--- config.mk ---
export PLATFORM = sky130hd
export DESIGN_NAME = watch_alarm
export DESIGN_NICKNAME = d
export VERILOG_FILES = /design/src/rtl/watch_alarm.sv
export SDC_FILE = /design/constraint.sdc
export NUM_CORES = 1
export LEC_CHECK = 0
export CORE_MARGIN = 3
export CORE_UTILIZATION = 50
export CTS_CLUSTER_DIAMETER = 200
export DETAILED_ROUTE_END_ITERATION = 10
export GPL_TIMING_DRIVEN = 0
export PLACE_DENSITY_LB_ADDON = 0.1
export SLEW_MARGIN = 25
export SYNTH_ARGS = -nofsm -noshare
export SYNTH_HDL_FRONTEND = slang
export SYNTH_SLANG_ARGS = --single-unit
--- constraint.sdc ---
create_clock -name clk -period 3.2 [get_ports clk]
set_clock_uncertainty 0.2 [all_clocks]
set_input_delay 0.48 -clock clk [delete_from_list [all_inputs] [get_ports clk]]
set_output_delay 0.48 -clock clk [all_outputs]
set_load 0.05 [all_outputs]
--- src/rtl/watch_alarm.sv ---
// watch_alarm: daily alarm controller. Compares the running watch time with a
// programmed alarm time and drives the buzzer with snooze, stop and auto-timeout.
module watch_alarm #(
  parameter int P_SEC_BIT    = 6,
  parameter int P_MIN_BIT    = 6,
  parameter int P_HOUR_BIT   = 5,
  parameter int P_RING_SEC   = 60,
  parameter int P_SNOOZE_SEC = 300,
  parameter int P_SNOOZE_MAX = 3
) (
  input  logic                  clk,
  input  logic                  reset,
  input  logic                  i_run_en,
  input  logic                  i_sec_tick,
  input  logic [P_SEC_BIT-1:0]  i_sec,
  input  logic [P_MIN_BIT-1:0]  i_min,
  input  logic [P_HOUR_BIT-1:0] i_hour,
  input  logic                  i_alarm_en,
  input  logic                  i_set,
  input  logic [P_HOUR_BIT-1:0] i_alarm_hour,
  input  logic [P_MIN_BIT-1:0]  i_alarm_min,
  input  logic                  i_snooze,
  input  logic                  i_stop,
  output logic                  o_ring,
  output logic [1:0]            o_state,
  output logic [3:0]            o_snooze_num,
  output logic                  o_set_err
);

  typedef enum logic [1:0] {
    IDLE    = 2'd0,
    ARMED   = 2'd1,
    RINGING = 2'd2,
    SNOOZE  = 2'd3
  } state_t;

  state_t                  state, state_n;
  logic [P_HOUR_BIT-1:0]   alm_hour, alm_hour_n;
  logic [P_MIN_BIT-1:0]    alm_min, alm_min_n;
  logic [7:0]              ring_cnt, ring_cnt_n;
  logic [11:0]             snooze_cnt, snooze_cnt_n;
  logic [3:0]              snooze_num, snooze_num_n;
  logic                    match_q, match_q_n;
  logic                    ring_q, ring_n;
  logic                    set_err_q, set_err_n;

  logic match;
  logic trigger;
  logic tick_en;
  logic ring_timeout;
  logic set_valid;
  logic set_same_busy;
  logic set_accept;
  logic set_reject;

  // Time comparison, edge detect and request decoding shared by the next-state logic
  always_comb begin
    match         = i_run_en && (i_hour == alm_hour) && (i_min == alm_min) && (i_sec == '0);
    trigger       = match && !match_q;
    tick_en       = i_sec_tick && i_run_en;
    ring_timeout  = tick_en && (ring_cnt == 8'(P_RING_SEC - 1));
    set_valid     = (i_alarm_hour <= P_HOUR_BIT'(23)) && (i_alarm_min <= P_MIN_BIT'(59));
    // Re-programming the same alarm while it is active must not restart the event
    set_same_busy = ((state == RINGING) || (state == SNOOZE)) &&
                    (i_alarm_hour == alm_hour) && (i_alarm_min == alm_min);
    set_accept    = i_set && set_valid && !set_same_busy;
    set_reject    = i_set && !set_valid;
  end

  // Next-state, counter and output decisions in priority order
  always_comb begin
    state_n      = state;
    alm_hour_n   = alm_hour;
    alm_min_n    = alm_min;
    ring_cnt_n   = ring_cnt;
    snooze_cnt_n = snooze_cnt;
    snooze_num_n = snooze_num;
    set_err_n    = 1'b0;
    match_q_n    = i_run_en ? match : match_q;

    if (!i_alarm_en) begin
      state_n      = IDLE;
      ring_cnt_n   = '0;
      snooze_cnt_n = '0;
      snooze_num_n = '0;
    end else if (set_accept) begin
      alm_hour_n   = i_alarm_hour;
      alm_min_n    = i_alarm_min;
      state_n      = ARMED;
      ring_cnt_n   = '0;
      snooze_cnt_n = '0;
      snooze_num_n = '0;
      // Seed the edge detector with the new alarm so setting it to the current
      // second-zero instant does not look like a fresh rising edge
      if (i_run_en) begin
        match_q_n = (i_hour == i_alarm_hour) && (i_min == i_alarm_min) && (i_sec == '0);
      end
    end else if (set_reject) begin
      set_err_n = 1'b1;
    end else begin
      case (state)
        IDLE: begin
          state_n = ARMED;
        end
        ARMED: begin
          if (trigger) begin
            state_n    = RINGING;
            ring_cnt_n = '0;
          end
        end
        RINGING: begin
          if (i_stop) begin
            state_n      = ARMED;
            ring_cnt_n   = '0;
            snooze_num_n = '0;
          end else if (i_snooze || ring_timeout) begin
            ring_cnt_n = '0;
            if (snooze_num < 4'(P_SNOOZE_MAX)) begin
              state_n      = SNOOZE;
              snooze_num_n = snooze_num + 4'd1;
              snooze_cnt_n = 12'(P_SNOOZE_SEC);
            end else begin
              state_n      = ARMED;
              snooze_num_n = '0;
            end
          end else if (tick_en) begin
            ring_cnt_n = ring_cnt + 8'd1;
          end
        end
        SNOOZE: begin
          if (i_stop) begin
            state_n      = ARMED;
            snooze_cnt_n = '0;
            snooze_num_n = '0;
          end else if (tick_en) begin
            if (snooze_cnt <= 12'd1) begin
              state_n      = RINGING;
              snooze_cnt_n = '0;
              ring_cnt_n   = '0;
            end else begin
              snooze_cnt_n = snooze_cnt - 12'd1;
            end
          end
        end
        default: begin
          state_n = IDLE;
        end
      endcase
    end

    ring_n = (state_n == RINGING);
  end

  // State, alarm registers, counters and registered outputs
  always_ff @(posedge clk) begin
    if (reset) begin
      state      <= IDLE;
      alm_hour   <= '0;
      alm_min    <= '0;
      ring_cnt   <= '0;
      snooze_cnt <= '0;
      snooze_num <= '0;
      match_q    <= 1'b0;
      ring_q     <= 1'b0;
      set_err_q  <= 1'b0;
    end else begin
      state      <= state_n;
      alm_hour   <= alm_hour_n;
      alm_min    <= alm_min_n;
      ring_cnt   <= ring_cnt_n;
      snooze_cnt <= snooze_cnt_n;
      snooze_num <= snooze_num_n;
      match_q    <= match_q_n;
      ring_q     <= ring_n;
      set_err_q  <= set_err_n;
    end
  end

  assign o_state      = state;
  assign o_ring       = ring_q;
  assign o_snooze_num = snooze_num;
  assign o_set_err    = set_err_q;

endmodule

==> results.py, run 1 <==
metrics = {
    "clock_tree": {
        "cts_num_sinks": 40,
        "cts_buffers": 5,
        "clk_latency_ns": 0.29,
        "root_buffer": "clkbuf_8",
        "htree_levels": 2,
        "post_cts_resized": 0,
        "cts-hold-fix-buffers": 0,
        "clockBufferDepth": 2,
        "path_clk_slew_ns": 0.07,
        "cts_tree": "built",
        "post-cts-setup-buffers": 0,
    },
    "die": {
        "initial_core_util": 0.5397,
        "die_w_um": 75.96,
        "rows": 24,
        "core_area_um2": 4534,
        "ioPinCount": 44,
        "die_h_um": 75.96,
        "die_area_um2": 5770,
    },
    "final_layout": {
        "fillers": 395,
        "regArea_um2": 800.8,
        "diodes": 0,
        "drive_above_1_share": 0.04789,
        "fin_nets": 394,
        "fin_util": 0.6703,
        "multi_input_area_um2": 1556,
        "area.growth.synth_to_final_pct": 24.18,
    },
    "power_and_ir_drop": {
        "sw_frac_of_total": 0.2492,
        "p_int_uw": 763.5,
        "power_frac_clock": 0.340,
        "comb_power_share": 0.155,
        "p_total_mw": 1.017,
        "leakage_nw": 0.9652,
        "power.density_nw_per_um2": 334.6,
        "p_sw_uw": 253.4,
        "pwr-share-seq": 0.504,
        "ir_drop_v": 0.0002182,
    },
    "critical_path": {
        "cp_max_fo": 10,
        "cp.arrival_ns": 2.77,
        "crit_type": "primary input to flop",
        "start_kind": "primary input",
        "endpoint_kind": "flop",
        "ff2ff_path_depth": 7,
        "worstPathRequired_ns": 3.20,
    },
    "yosys": {
        "synth-adder-area-share": 0.02045,
        "syn_nets": 345,
        "synth.avg_cell_area_um2": 8.024,
        "ys_warn_count": 0,
        "synth_area_um2": 2447,
        "synthesis.instances": 305,
        "synth-edff-count": 0,
        "synth_common_cells": "40 x dfxtp_1, 35 x a21oi_1, 33 x xnor2_1",
        "muxShareOfSynthArea": 0.04908,
        "async_reset_ff_frac": 0,
        "synth_most_common_cell": "dfxtp_1",
        "yosysSeqAreaShare": 0.3272,
        "ys.flop_type": "dfxtp_1",
        "yosysTopAreaCell": "dfxtp_1",
        "synthSimpleGateAreaFrac": 0.2812,
        "synth_compound_area_frac": 0.1672,
        "synth_cell_type_count": 43,
        "synth_top_family_by_area": "simple AND/OR/NAND/NOR gates",
        "ys_ff_latch": 40,
        "synth_xor_area_frac": 0.1181,
        "netlist.area_leader.share": 0.3272,
        "synth_area_leaders": "dfxtp_1 33%, xnor2_1 12%, a21oi_1 7.2%",
    },
    "min_path": {
        "hold_depth": 2,
        "hold_path_class": "flop to flop",
    },
    "sta": {
        "max_freq_mhz": 361.4,
        "finalSetupViolCount": 0,
        "slew_viol_final": 0,
        "finalCritPeriodShare": 0.8646,
        "worst_pin_slew_ns": 0.9603,
        "period_needed_ns": 2.767,
        "setup_tns_ns": 0,
        "rsz0062_at_grt": "false",
        "hold_viol": 0,
        "slew_headroom": 0.3549,
    },
    "route": {
        "postRouteAntennaNets": 0,
        "drt_iter0_drc": 170,
        "dr_total_vias": 2373,
        "wl_per_cell_um": 14.90,
        "met1_length_um": 3010,
        "dr.pass1.iters": 4,
        "vias_per_cell": 5.650,
        "wl_met3_um": 279,
        "route.met2.wl_um": 2866,
        "route.detailed.drc": 0,
        "highest_layer": "met4",
        "finalWirelength_um": 6258,
    },
    "job": {
        "maxCapViolCount": 0,
    },
    "global_routing": {
        "grt_usage": 0.2289,
        "grt_pass1_vias": 2262,
        "grt_max_degree": 12,
        "grt_first_pass_wirelength_um": 10960,
        "antenna_found_initial": 0,
        "grt_overflow": 0,
    },
    "placement": {
        "dp_hpwl_um": 4874,
        "gp_congestion": 0.8834,
        "io_buffers": 42,
    },
    "outcome": {
        "outcome": "completed",
    },
}
[cell families after synthesis]
logic type,after synthesis
compound gates,70
xor+xnor,33
mux,12
flops,40
fa+ha+maj,4
buf+inv,22
simple gates,124
[through the flow]
stage / setup WS [ns] / hold slack (ns) / instances / instance area, um2
global placement: 0.2796 / 0.2523 / 412 / 2949
detailed placement: 0.2717 / 0.2614 / 412 / 2949
floorplan: 0.7826 / 0.2410 / 305 / 2447
finish: 0.4332 / 0.2726 / 420 / 3039
CTS: 0.4867 / 0.2712 / 420 / 3039
global route: 0.3103 / 0.2925 / 420 / 3039
[placed cells by master (no fill, tap or decap), types with 9 or more instances in the layout]
| cell type | count |
|---|---|
| o21ai_1 | 13 |
| a21oi_1 | 35 |
| nor3_1 | 9 |
| nand2_1 | 26 |
| mux2i_1 | 12 |
| clkdlybuf4s50_1 | 42 |
| clkbuf_1 | 10 |
| inv_1 | 10 |
| nand4_1 | 13 |
| xnor2_1 | 33 |
| dfxtp_1 | 40 |
| nor2_1 | 26 |
[registers in the layout, indices dropped and copies added (netlist names)]
register      flops
snooze_cnt       12
ring_cnt          8
alm_min           6
alm_hour          5
o_snooze_num      4
o_state           2
match_q           1
o_ring            1
o_set_err         1
[critical path, stage by stage]
cell and delay (ns):
clkdlybuf4s50_1 0.57, xnor2_1 0.16, nand4_1 0.18, o31ai_1 0.47
or2_1 0.23, nand2_1 0.13, clkbuf_1 0.28, a211oi_1 0.25
[cell type report]
cell class	instances	share of cell area
well taps	65	0.02676
repair buffers	42	0.1383
plain buffers	12	0.01729
inverters	10	0.01235
flip-flops and latches	40	0.2635
clock buffers	8	0.02964
multi-input cells	243	0.5121
[path summary, 6_finish.rpt]
| kind | start | endpoint | slack (ns) |
|---|---|---|---|
| worst max register to register | snooze_cnt[0] | snooze_cnt[6] | 0.70 |
| worst min register to register | ring_cnt[1] | ring_cnt[1] | 0.27 |
| worst min-delay path | ring_cnt[1] | ring_cnt[1] | 0.27 |
| worst max-delay path | i_alarm_min[2] | snooze_cnt[8] | 0.43 |
[power by group through the flow]
stage / clock network, mW / logic, mW / registers (mW)
5_1_grt: 0.377 / 0.172 / 0.514
3_5_place_dp: 0 / 0.156 / 0.525
6_report: 0.346 / 0.158 / 0.513
4_1_cts: 0.353 / 0.157 / 0.513
2_1_floorplan: 0 / 0.0774 / 0.527
3_3_place_gp: 0 / 0.153 / 0.524
[metal layers]
metal  vias to the layer above  GRT usage
li1                       1200          -
met1                      1110     0.3280
met2                        53     0.3484
met3                        10    0.04858
met4                         0    0.06159
met5                         -          0
(Power assumes the default switching activity.)
==> run 2: changes to the inputs <==
GPL_TIMING_DRIVEN = not set   (was 0)
==> results.py, run 2 (synthesis results as in run 1) <==
metrics = {
    "sta": {
        "finalSetupViolCount": 0,
        "layout_setup_ws_ns": 0.5474,
        "slew_headroom": 0.4427,
        "hold_viol": 0,
        "slew_viol_final": 0,
        "setup_tns_ns": 0,
        "period_needed_ns": 2.653,
        "hold_slack_ns": 0.2763,
        "rsz0062_at_grt": "false",
        "worst_pin_slew_ns": 0.8295,
        "max_freq_mhz": 377.0,
        "finalCritPeriodShare": 0.8290,
    },
    "die": {
        "rows": 24,
        "die_h_um": 75.96,
        "die_area_um2": 5770,
        "ioPinCount": 44,
        "initial_core_util": 0.5397,
        "die_w_um": 75.96,
        "core_area_um2": 4534,
    },
    "final_layout": {
        "top_regs": "snooze_cnt x12, ring_cnt x8, alm_min x6",
        "regArea_um2": 800.8,
        "final_area_um2": 3019,
        "fillers": 401,
        "diodes": 0,
        "instances_no_fill": 412,
        "area.growth.synth_to_final_pct": 23.36,
        "largest_register_ff_count": 12,
        "drive_above_1_share": 0.04611,
        "regMostFlops": "snooze_cnt",
        "fin_util": 0.6658,
        "final_common_cell": "clkdlybuf4s50_1",
        "final_cell_mix": "43 x clkdlybuf4s50_1, 40 x dfxtp_1, 35 x a21oi_1",
        "fin_nets": 386,
        "multi_input_area_um2": 1556,
    },
    "clock_tree": {
        "post_cts_resized": 0,
        "post-cts-setup-buffers": 0,
        "cts_num_sinks": 40,
        "clockBufferDepth": 2,
        "cts-hold-fix-buffers": 0,
        "cts_buffers": 5,
        "htree_levels": 2,
        "root_buffer": "clkbuf_8",
        "cts_tree": "built",
        "path_clk_slew_ns": 0.07,
        "clk_latency_ns": 0.29,
    },
    "critical_path": {
        "start_kind": "primary input",
        "worstPathRequired_ns": 3.23,
        "endpoint_kind": "flop",
        "cp_max_fo": 16,
        "crit_type": "primary input to flop",
        "cp.arrival_ns": 2.68,
    },
    "placement": {
        "pre_cts_ws_ns": 0.2303,
        "dp_hpwl_um": 4371,
        "gp_congestion": 0.8267,
        "post-place-cells": 404,
        "post_dp_cell_area_um2": 2929,
        "io_buffers": 43,
    },
    "global_routing": {
        "grt_pass1_vias": 2080,
        "antenna_found_initial": 0,
        "grt_max_degree": 23,
        "grt_usage": 0.2009,
        "grt_first_pass_wirelength_um": 9729,
        "grt_overflow": 0,
    },
    "route": {
        "finalWirelength_um": 5679,
        "vias_per_cell": 5.558,
        "dr.pass1.iters": 4,
        "wl_per_cell_um": 13.78,
        "drt_iter0_drc": 191,
        "route.detailed.drc": 0,
        "dr_total_vias": 2290,
        "postRouteAntennaNets": 0,
    },
    "min_path": {
        "hold_path_class": "flop to flop",
    },
    "power_and_ir_drop": {
        "power.density_nw_per_um2": 335.4,
        "leakage_nw": 0.9544,
        "ir_drop_v": 0.0002565,
        "p_total_mw": 1.013,
    },
    "job": {
        "maxCapViolCount": 0,
    },
    "outcome": {
        "outcome": "completed",
    },
}
-- run 2: changes by cell type in the layout (fill, tap and decap cells not counted), sizes merged --
| cell | previous run | this run |
|---|---|---|
| clkbuf | 16 | 8 |
| buf | 4 | 3 |
| clkdlybuf4s50 | 42 | 43 |
-- run 2: path summary, 6_finish.rpt --
path                  from       endpoint  slack (ns)  cells past startpoint
max reg2reg    ring_cnt[0]    ring_cnt[5]        0.75                      6
min reg2reg  snooze_cnt[1]  snooze_cnt[1]        0.28                      2
max               i_sec[1]    ring_cnt[5]        0.55                      7
min          snooze_cnt[1]  snooze_cnt[1]        0.28                      2
-- run 2: final cells by class --
| cell class | count | area share |
|---|---|---|
| inverters | 10 | 0.01243 |
| repair buffers | 46 | 0.1500 |
| clock buffers | 8 | 0.02984 |
| flip-flops and latches | 40 | 0.2652 |
| multi-input cells | 243 | 0.5155 |
| well taps | 65 | 0.02694 |
-- run 2: metal layers --
| layer | up-vias | share of wire | GRT usage |
|---|---|---|---|
| li1 | 1185 | - | - |
| met2 | 55 | 0.43 | 0.3023 |
| met1 | 1042 | 0.51 | 0.2927 |
| met4 | 0 | 0.012 | 0.04348 |
| met3 | 8 | 0.045 | 0.04621 |
| met5 | - | 0 | 0 |
-- run 2: power by group --
| part | internal [mW] | leakage, nW | switching (mW) |
|---|---|---|---|
| Sequential | 0.505 | 0.324 | 0.00945 |
| Clock | 0.176 | 0.0455 | 0.167 |
| Combinational | 0.0838 | 0.585 | 0.0713 |
| Total | 0.765 | 0.954 | 0.248 |
-- run 2: critical path: stages --
cell and delay [ns]:
clkdlybuf4s50_1 0.40, nor4_1 0.40, nand4b_1 0.16, nor4_2 0.25, o211ai_2 0.29, or4_1 0.55
a21oi_1 0.15
==> variant 1: new RTL, config.mk and constraints of run 1 <==
Change the parameter `P_HOUR_BIT` from 5 to 4.
--- a/src/rtl/watch_alarm.sv
+++ b/src/rtl/watch_alarm.sv
@@ -4,5 +4,5 @@
   parameter int P_SEC_BIT    = 6,
   parameter int P_MIN_BIT    = 6,
-  parameter int P_HOUR_BIT   = 5,
+  parameter int P_HOUR_BIT   = 4,
   parameter int P_RING_SEC   = 60,
   parameter int P_SNOOZE_SEC = 300,
Ports: changed (resized i_alarm_hour and i_hour); port bits go from 44 to 42. No check against the original RTL was run, so the function may have changed too.
==> variant 1 against run 1 <==
- area after synthesis fell by 6.0%
- routed wire length fell by 9.3%
- power rose by 5.5%
- sequential cell count fell by 1
- sequential share of layout area rose by 0.63 points
- worst setup slack got worse by 160 ps
- cell area fell by 4.8%
- via count fell by 5.3%
==> variant 1: results (changes against run 1) <==
number of buffers between clock root and the deepest sink 2 (unchanged); via count normalized by instance count 5.85 (was 5.65); clock latency reported for the late side of the worst-skew pair 290 ps (about the same); synthesized net count 321 (was 345); startpoint of the lowest-slack hold path o_snooze_num[1] (was ring_cnt[1]); Primary FF master, synth dfxtp_1 (unchanged); initial drt markers 187 (was 170); worst voltage drop across the vdd grid 259 µV (was 218 µV); Relative slew margins 60.4% (was 35.5%); synthesized-area fraction occupied by adder cells 2.18% (was 2.04%); Synth warnings 0 (unchanged); capturing point of the worst reg2reg path snooze_cnt[7] (was snooze_cnt[6]); ratio of cells with drive above 1 in the final layout 5.12% (was 4.79%); multiplexer share of the synthesized area 0.435% (was 4.91%); post-CTS sizing 0 (unchanged); mean post-synth cell area 8.13 µm² (was 8.02 µm²); Worst EP arrival 2900 ps (was 2770 ps); final weighted congestion of routability-driven global placement 0.936 (was 0.883); depth of the most critical reg-to-reg path 7 (unchanged); class of the tightest hold or removal check reg -> reg (unchanged); worst setup slack after layout 271 ps (was 433 ps); Port-buffer cells 41 (was 42); r2r setup slk 560 ps (was 700 ps); number of distinct library cell variants in the gate-level netlist after synthesis 47 (was 43); worst-case setup slack after placement -47.7 ps (was 272 ps); leakage dissipation 1.00 nW (was 0.965 nW); number of antenna violations at the first check in global routing 0 (unchanged); vias in the first global route 1987 (was 2262); placed inst area 0.00278 mm² (was 0.00295 mm²); wire length of the first global-routing pass 9260 µm (was 11000 µm); Post-Synth XOR/XNOR Area 14.1% (was 11.8%); worst-case hold slack 286 ps (was 273 ps); largest net degree at the start of global routing 13 (was 12); GRT Resource Usage Total 21.7% (was 22.9%); per-cell routed wire length 14.8 µm (was 14.9 µm); total wire length after detailed routing 5670 µm (was 6260 µm); antenna cell count 0 (unchanged); total number of H-tree levels 2 (unchanged); register clock-pin slew on the reported worst setup and hold paths 80 ps; area fraction in compound gates after synthesis 17.7% (was 16.7%); maximum fanout encountered on the critical timing path 10 (unchanged); crit-path max cell delay 550 ps (was 570 ps); most used standard cells in the synthesized netlist dfxtp_1 (39), nand2_1 (30), xnor2_1 (29) (was dfxtp_1 (40), a21oi_1 (35), xnor2_1 (33)); Worst Hold Endpoint o_snooze_num[1] (was ring_cnt[1]); cell chosen for the clock root clkbuf_8 (unchanged); total clock buffers created by CTS 5 (unchanged); sequential element share of the synthesized area 33.9% (was 32.7%); drt pass-1 iters 5 (was 4); Post-CTS Repair Setup Buffers 0 (unchanged); post-synthesis async set-or-reset flop share 0% (unchanged); outcome complete, no violations (unchanged); cell at the slowest stage of the critical path clkdlybuf4s50_1 (unchanged); post-detail-place hpwl 4270 µm (was 4870 µm); Area contributors post-synth dfxtp_1 (34%), xnor2_1 (11%), a21oi_1 (5.2%) (was dfxtp_1 (33%), xnor2_1 (12%), a21oi_1 (7.2%)); reg-to-reg startpoint ring_cnt[0] (was snooze_cnt[0]); placed cells 376 (was 412); net count reported at finish 369 (was 394)
==> variant 1: cell types whose count changed after synthesis, moves of 4 or more <==
cell | before | now
nand4_1 | 13 | 6
or4_1 | 7 | 1
a21oi_1 | 35 | 24
inv_1 | 10 | 6
mux2i_1 | 12 | 1
xnor2_1 | 33 | 29
a211oi_1 | 5 | 1
a31oi_1 | 2 | 7
o21ai_1 | 13 | 3
xor2_1 | 0 | 8
nand2_1 | 26 | 30
a311oi_1 | 0 | 4
or3_1 | 7 | 3
nand3_1 | 8 | 18
==> variant 1: final cells by class <==
| type | count | area (µm²) |
|---|---|---|
| inverters | 6 | 22.5 |
| repair buffers | 41 | 410 |
| plain buffers | 9 | 36.3 |
| clock inverters | 2 | 35.0 |
| fillers | 369 | 1490 |
| well taps | 52 | 65.1 |
| multi-input cells | 229 | 1460 |
| clock buffers | 6 | 82.6 |
| flip-flops and latches | 39 | 781 |
==> variant 1: worst max-delay path by stage <==
stage                     from  slack (ps)             to
detailed placement      i_stop         -50  snooze_cnt[4]
CTS                     i_stop         270  snooze_cnt[1]
global route            i_stop         100  snooze_cnt[0]
floorplan           o_state[1]         760    ring_cnt[3]
global placement        i_stop         -10  snooze_cnt[9]
finish                  i_stop         270  snooze_cnt[7]
==> variant 1: where the power goes <==
group,internal [mW],switching [mW]
Combinational,0.0743,0.0756
Sequential,0.491,0.00517
Clock,0.252,0.175
==> variant 1: critical path: cells and delay by family <==
| kind | cells | cell delay, ps |
|---|---|---|
| and+or+nand+nor | 3 | 810 |
| AOI/OAI and AO/OA | 2 | 740 |
| buffers and inverters | 2 | 850 |
==> variant 1: metal layers <==
metal	track usage, %	part of all wire, %
met5	0	0
met4	6.04	1.1
met3	5.20	5.4
met2	32.8	45
met1	30.6	48
==> variant 2: new RTL, config.mk and constraints of run 1 <==
Without the edit above. Add an input register stage for `i_alarm_hour`, cleared by the reset; this delays it by one clock. The other inputs are not delayed to match.
--- a/src/rtl/watch_alarm.sv
+++ b/src/rtl/watch_alarm.sv
@@ -35,4 +35,14 @@
   } state_t;
 
+  logic [P_HOUR_BIT-1:0] i_alarm_hour_q;
+
+  always_ff @(posedge clk) begin
+    if (reset) begin
+      i_alarm_hour_q <= '0;
+    end else begin
+      i_alarm_hour_q <= i_alarm_hour;
+    end
+  end
+
   state_t                  state, state_n;
   logic [P_HOUR_BIT-1:0]   alm_hour, alm_hour_n;
@@ -60,8 +70,8 @@
     tick_en       = i_sec_tick && i_run_en;
     ring_timeout  = tick_en && (ring_cnt == 8'(P_RING_SEC - 1));
-    set_valid     = (i_alarm_hour <= P_HOUR_BIT'(23)) && (i_alarm_min <= P_MIN_BIT'(59));
+    set_valid     = (i_alarm_hour_q <= P_HOUR_BIT'(23)) && (i_alarm_min <= P_MIN_BIT'(59));
     // Re-programming the same alarm while it is active must not restart the event
     set_same_busy = ((state == RINGING) || (state == SNOOZE)) &&
-                    (i_alarm_hour == alm_hour) && (i_alarm_min == alm_min);
+                    (i_alarm_hour_q == alm_hour) && (i_alarm_min == alm_min);
     set_accept    = i_set && set_valid && !set_same_busy;
     set_reject    = i_set && !set_valid;
@@ -85,5 +95,5 @@
       snooze_num_n = '0;
     end else if (set_accept) begin
-      alm_hour_n   = i_alarm_hour;
+      alm_hour_n   = i_alarm_hour_q;
       alm_min_n    = i_alarm_min;
       state_n      = ARMED;
@@ -94,5 +104,5 @@
       // second-zero instant does not look like a fresh rising edge
       if (i_run_en) begin
-        match_q_n = (i_hour == i_alarm_hour) && (i_min == i_alarm_min) && (i_sec == '0);
+        match_q_n = (i_hour == i_alarm_hour_q) && (i_min == i_alarm_min) && (i_sec == '0);
       end
     end else if (set_reject) begin
Formal check against the unedited RTL: not equivalent (a bounded check fails within 4 cycles, from zero or initial values and one cycle with reset high).
==> variant 2 against run 1 <==
- count of clock-buffer cells in the layout down 1
- area after synthesis up 14%
- critical path depth down 1
- routed wire length up 13%
- worst setup slack worse by 190 ps
- sequential share of layout area up 0.23 points
- cell area up 12%
- sequential cell count up 5
- worst hold slack better by 18 ps
- largest cell class unchanged
- core utilization down 2.3 points
- power up 19%
- critical path type unchanged
- sequential power up 13%
- register-to-register slack worse by 330 ps
==> variant 2: results (changes against run 1) <==
number of enable-type register cells in the synthesized netlist 0 (unchanged); Primary FF master, synth dfxtp_1 (unchanged); final weighted congestion of routability-driven global placement 0.873 (was 0.883); cell chosen for the clock root clkbuf_8 (unchanged); wire length of the first global-routing pass 12000 µm (was 11000 µm); post-detail-place hpwl 5270 µm (was 4870 µm); class of the tightest hold or removal check reg -> reg (unchanged); CP endpoint snooze_cnt[10] (was snooze_cnt[8]); synthesized net count 381 (was 345); Port-buffer cells 40 (was 42); launch point of the critical path i_alarm_min[4] (was i_alarm_min[2]); sequential element share of the synthesized area 32.3% (was 32.7%); number of antenna violations at the first check in global routing 0 (unchanged); GRT Resource Usage Total 23.5% (was 22.9%); cell at the slowest stage of the critical path o31ai_2 (was clkdlybuf4s50_1); largest registers ranked by flip-flop count snooze_cnt: 12 flops, ring_cnt: 8 flops, alm_min: 6 flops (unchanged); actual transition at the worst max-transition pin 778 ps (was 960 ps); top cell family by delay on the critical path buffers and inverters (unchanged); register clock-pin slew on the reported worst setup and hold paths 90 ps (was 70 ps); antenna cell count 0 (unchanged); clock latency reported for the late side of the worst-skew pair 310 ps (was 290 ps); r2r setup slk 370 ps (was 700 ps); net count reported at finish 428 (was 394); number of buffers between clock root and the deepest sink 2 (unchanged); maximum fanout encountered on the critical timing path 10 (unchanged); biggest area consumer among synthesized cells dfxtp_1 (unchanged); per-cell routed wire length 15.4 µm (was 14.9 µm); crit-path max cell delay 660 ps (was 570 ps); reg-to-reg startpoint o_state[1] (was snooze_cnt[0]); post-CTS sizing 0 (unchanged); leakage dissipation 1.11 nW (was 0.965 nW); number of distinct library cell variants in the gate-level netlist after synthesis 47 (was 43); Worst EP arrival 2990 ps (was 2770 ps); vias in the first global route 2654 (was 2262); most used standard cells in the synthesized netlist dfxtp_1 (45), nor2_1 (36), xnor2_1 (29) (was dfxtp_1 (40), a21oi_1 (35), xnor2_1 (33)); total clock buffers created by CTS 5 (unchanged); Area contributors post-synth dfxtp_1 (32%), xnor2_1 (9.1%), nor2_1 (4.9%) (was dfxtp_1 (33%), xnor2_1 (12%), a21oi_1 (7.2%)); hold bufs inserted after CTS 0 (unchanged); initial drt markers 260 (was 170); drt pass-1 iters 4 (unchanged); Synth warnings 0 (unchanged); largest net degree at the start of global routing 14 (was 12); post-synthesis async set-or-reset flop share 0% (unchanged); worst voltage drop across the vdd grid 266 µV (was 218 µV); via count normalized by instance count 6.05 (was 5.65); outcome complete, no violations (unchanged); total number of H-tree levels 2 (unchanged); Post-CTS Repair Setup Buffers 0 (unchanged); depth of the most critical reg-to-reg path 6 (was 7); ratio of cells with drive above 1 in the final layout 4.37% (was 4.79%)
[variant 2: changes by cell type after synthesis, sizes merged, moves of 6 or more]
| cell | before | now |
|---|---|---|
| clkbuf | 8 | 15 |
| a21oi | 35 | 18 |
| o211ai | 1 | 10 |
| nor2b | 2 | 8 |
| nand3 | 8 | 15 |
| o31ai | 1 | 9 |
| nand2 | 26 | 19 |
| nor2 | 26 | 36 |
| nor4 | 6 | 12 |
[variant 2: tightest hold or removal path, delay by kind of cell (launching register included)]
kind               cells  cell delay [ps]
DFF                    1              320
AOI/OAI and AO/OA      2              130
[variant 2: area by class of cell]
class | instances | area, µm²
Fill cell | 459 | 1850
Sequential cell | 45 | 901
Multi-Input combinational cell | 273 | 1800
Clock buffer | 7 | 86.3
Tap cell | 70 | 87.6
Timing Repair Buffer | 40 | 400
Clock inverter | 1 | 30.0
Buffer | 17 | 66.3
Inverter | 6 | 22.5
[variant 2: worst min path at each step]
| stage | slack [ps] | start | cells past startpoint | endpoint |
|---|---|---|---|---|
| 2_1_floorplan | 240 | snooze_cnt[11] | 2 | snooze_cnt[11] |
| 3_3_place_gp | 260 | snooze_cnt[11] | 2 | snooze_cnt[11] |
| 3_5_place_dp | 270 | snooze_cnt[11] | 2 | snooze_cnt[11] |
| 4_1_cts | 280 | snooze_cnt[11] | 2 | snooze_cnt[11] |
| 5_1_grt | 340 | snooze_cnt[11] | 2 | snooze_cnt[11] |
| 6_report | 290 | snooze_cnt[8] | 2 | snooze_cnt[8] |
[variant 2: through the flow]
step                      cells  instance area, µm²  util (%)  TNS (ps)  setup WS (ps)
after floorplan             341                2790         -         0            759
after global placement      451                3270      62.5     -2.19          -2.19
after detailed placement    451                3270      62.5      -774          -94.2
after CTS                   459                3390      64.7         0            250
after global routing        459                3390      64.7         0           36.7
final                       459                3390      64.7         0            246
[variant 2: cells by family (layout without fill, tap and decap cells)]
kind of cell             count (synthesis)  in the layout  synth area share, %
XOR/XNOR                                33             33                 10.4
buffers and inverters                   23             71                 3.19
AND/OR/NAND/NOR                        145            145                 28.2
AO/OA/AOI/OAI                           78             78                 19.5
flip-flops                              45             45                 32.3
multiplexers                            13             13                 4.67
adder cells (fa/ha/maj)                  4              4                 1.80
[variant 2: metal layers]
metal / up-vias / wire length (µm) / global-route usage, %
met2: 112 / 3520 / 41.0
met4: 0 / 144 / 9.97
li1: 1351 / - / -
met5: - / 0 / 0
met3: 12 / 461 / 4.48
met1: 1301 / 2950 / 28.0
[variant 2: report_power, final]
group / switching [mW] / internal (mW)
Combinational: 0.0824 / 0.0844
Clock: 0.202 / 0.255
Sequential: 0.0109 / 0.570
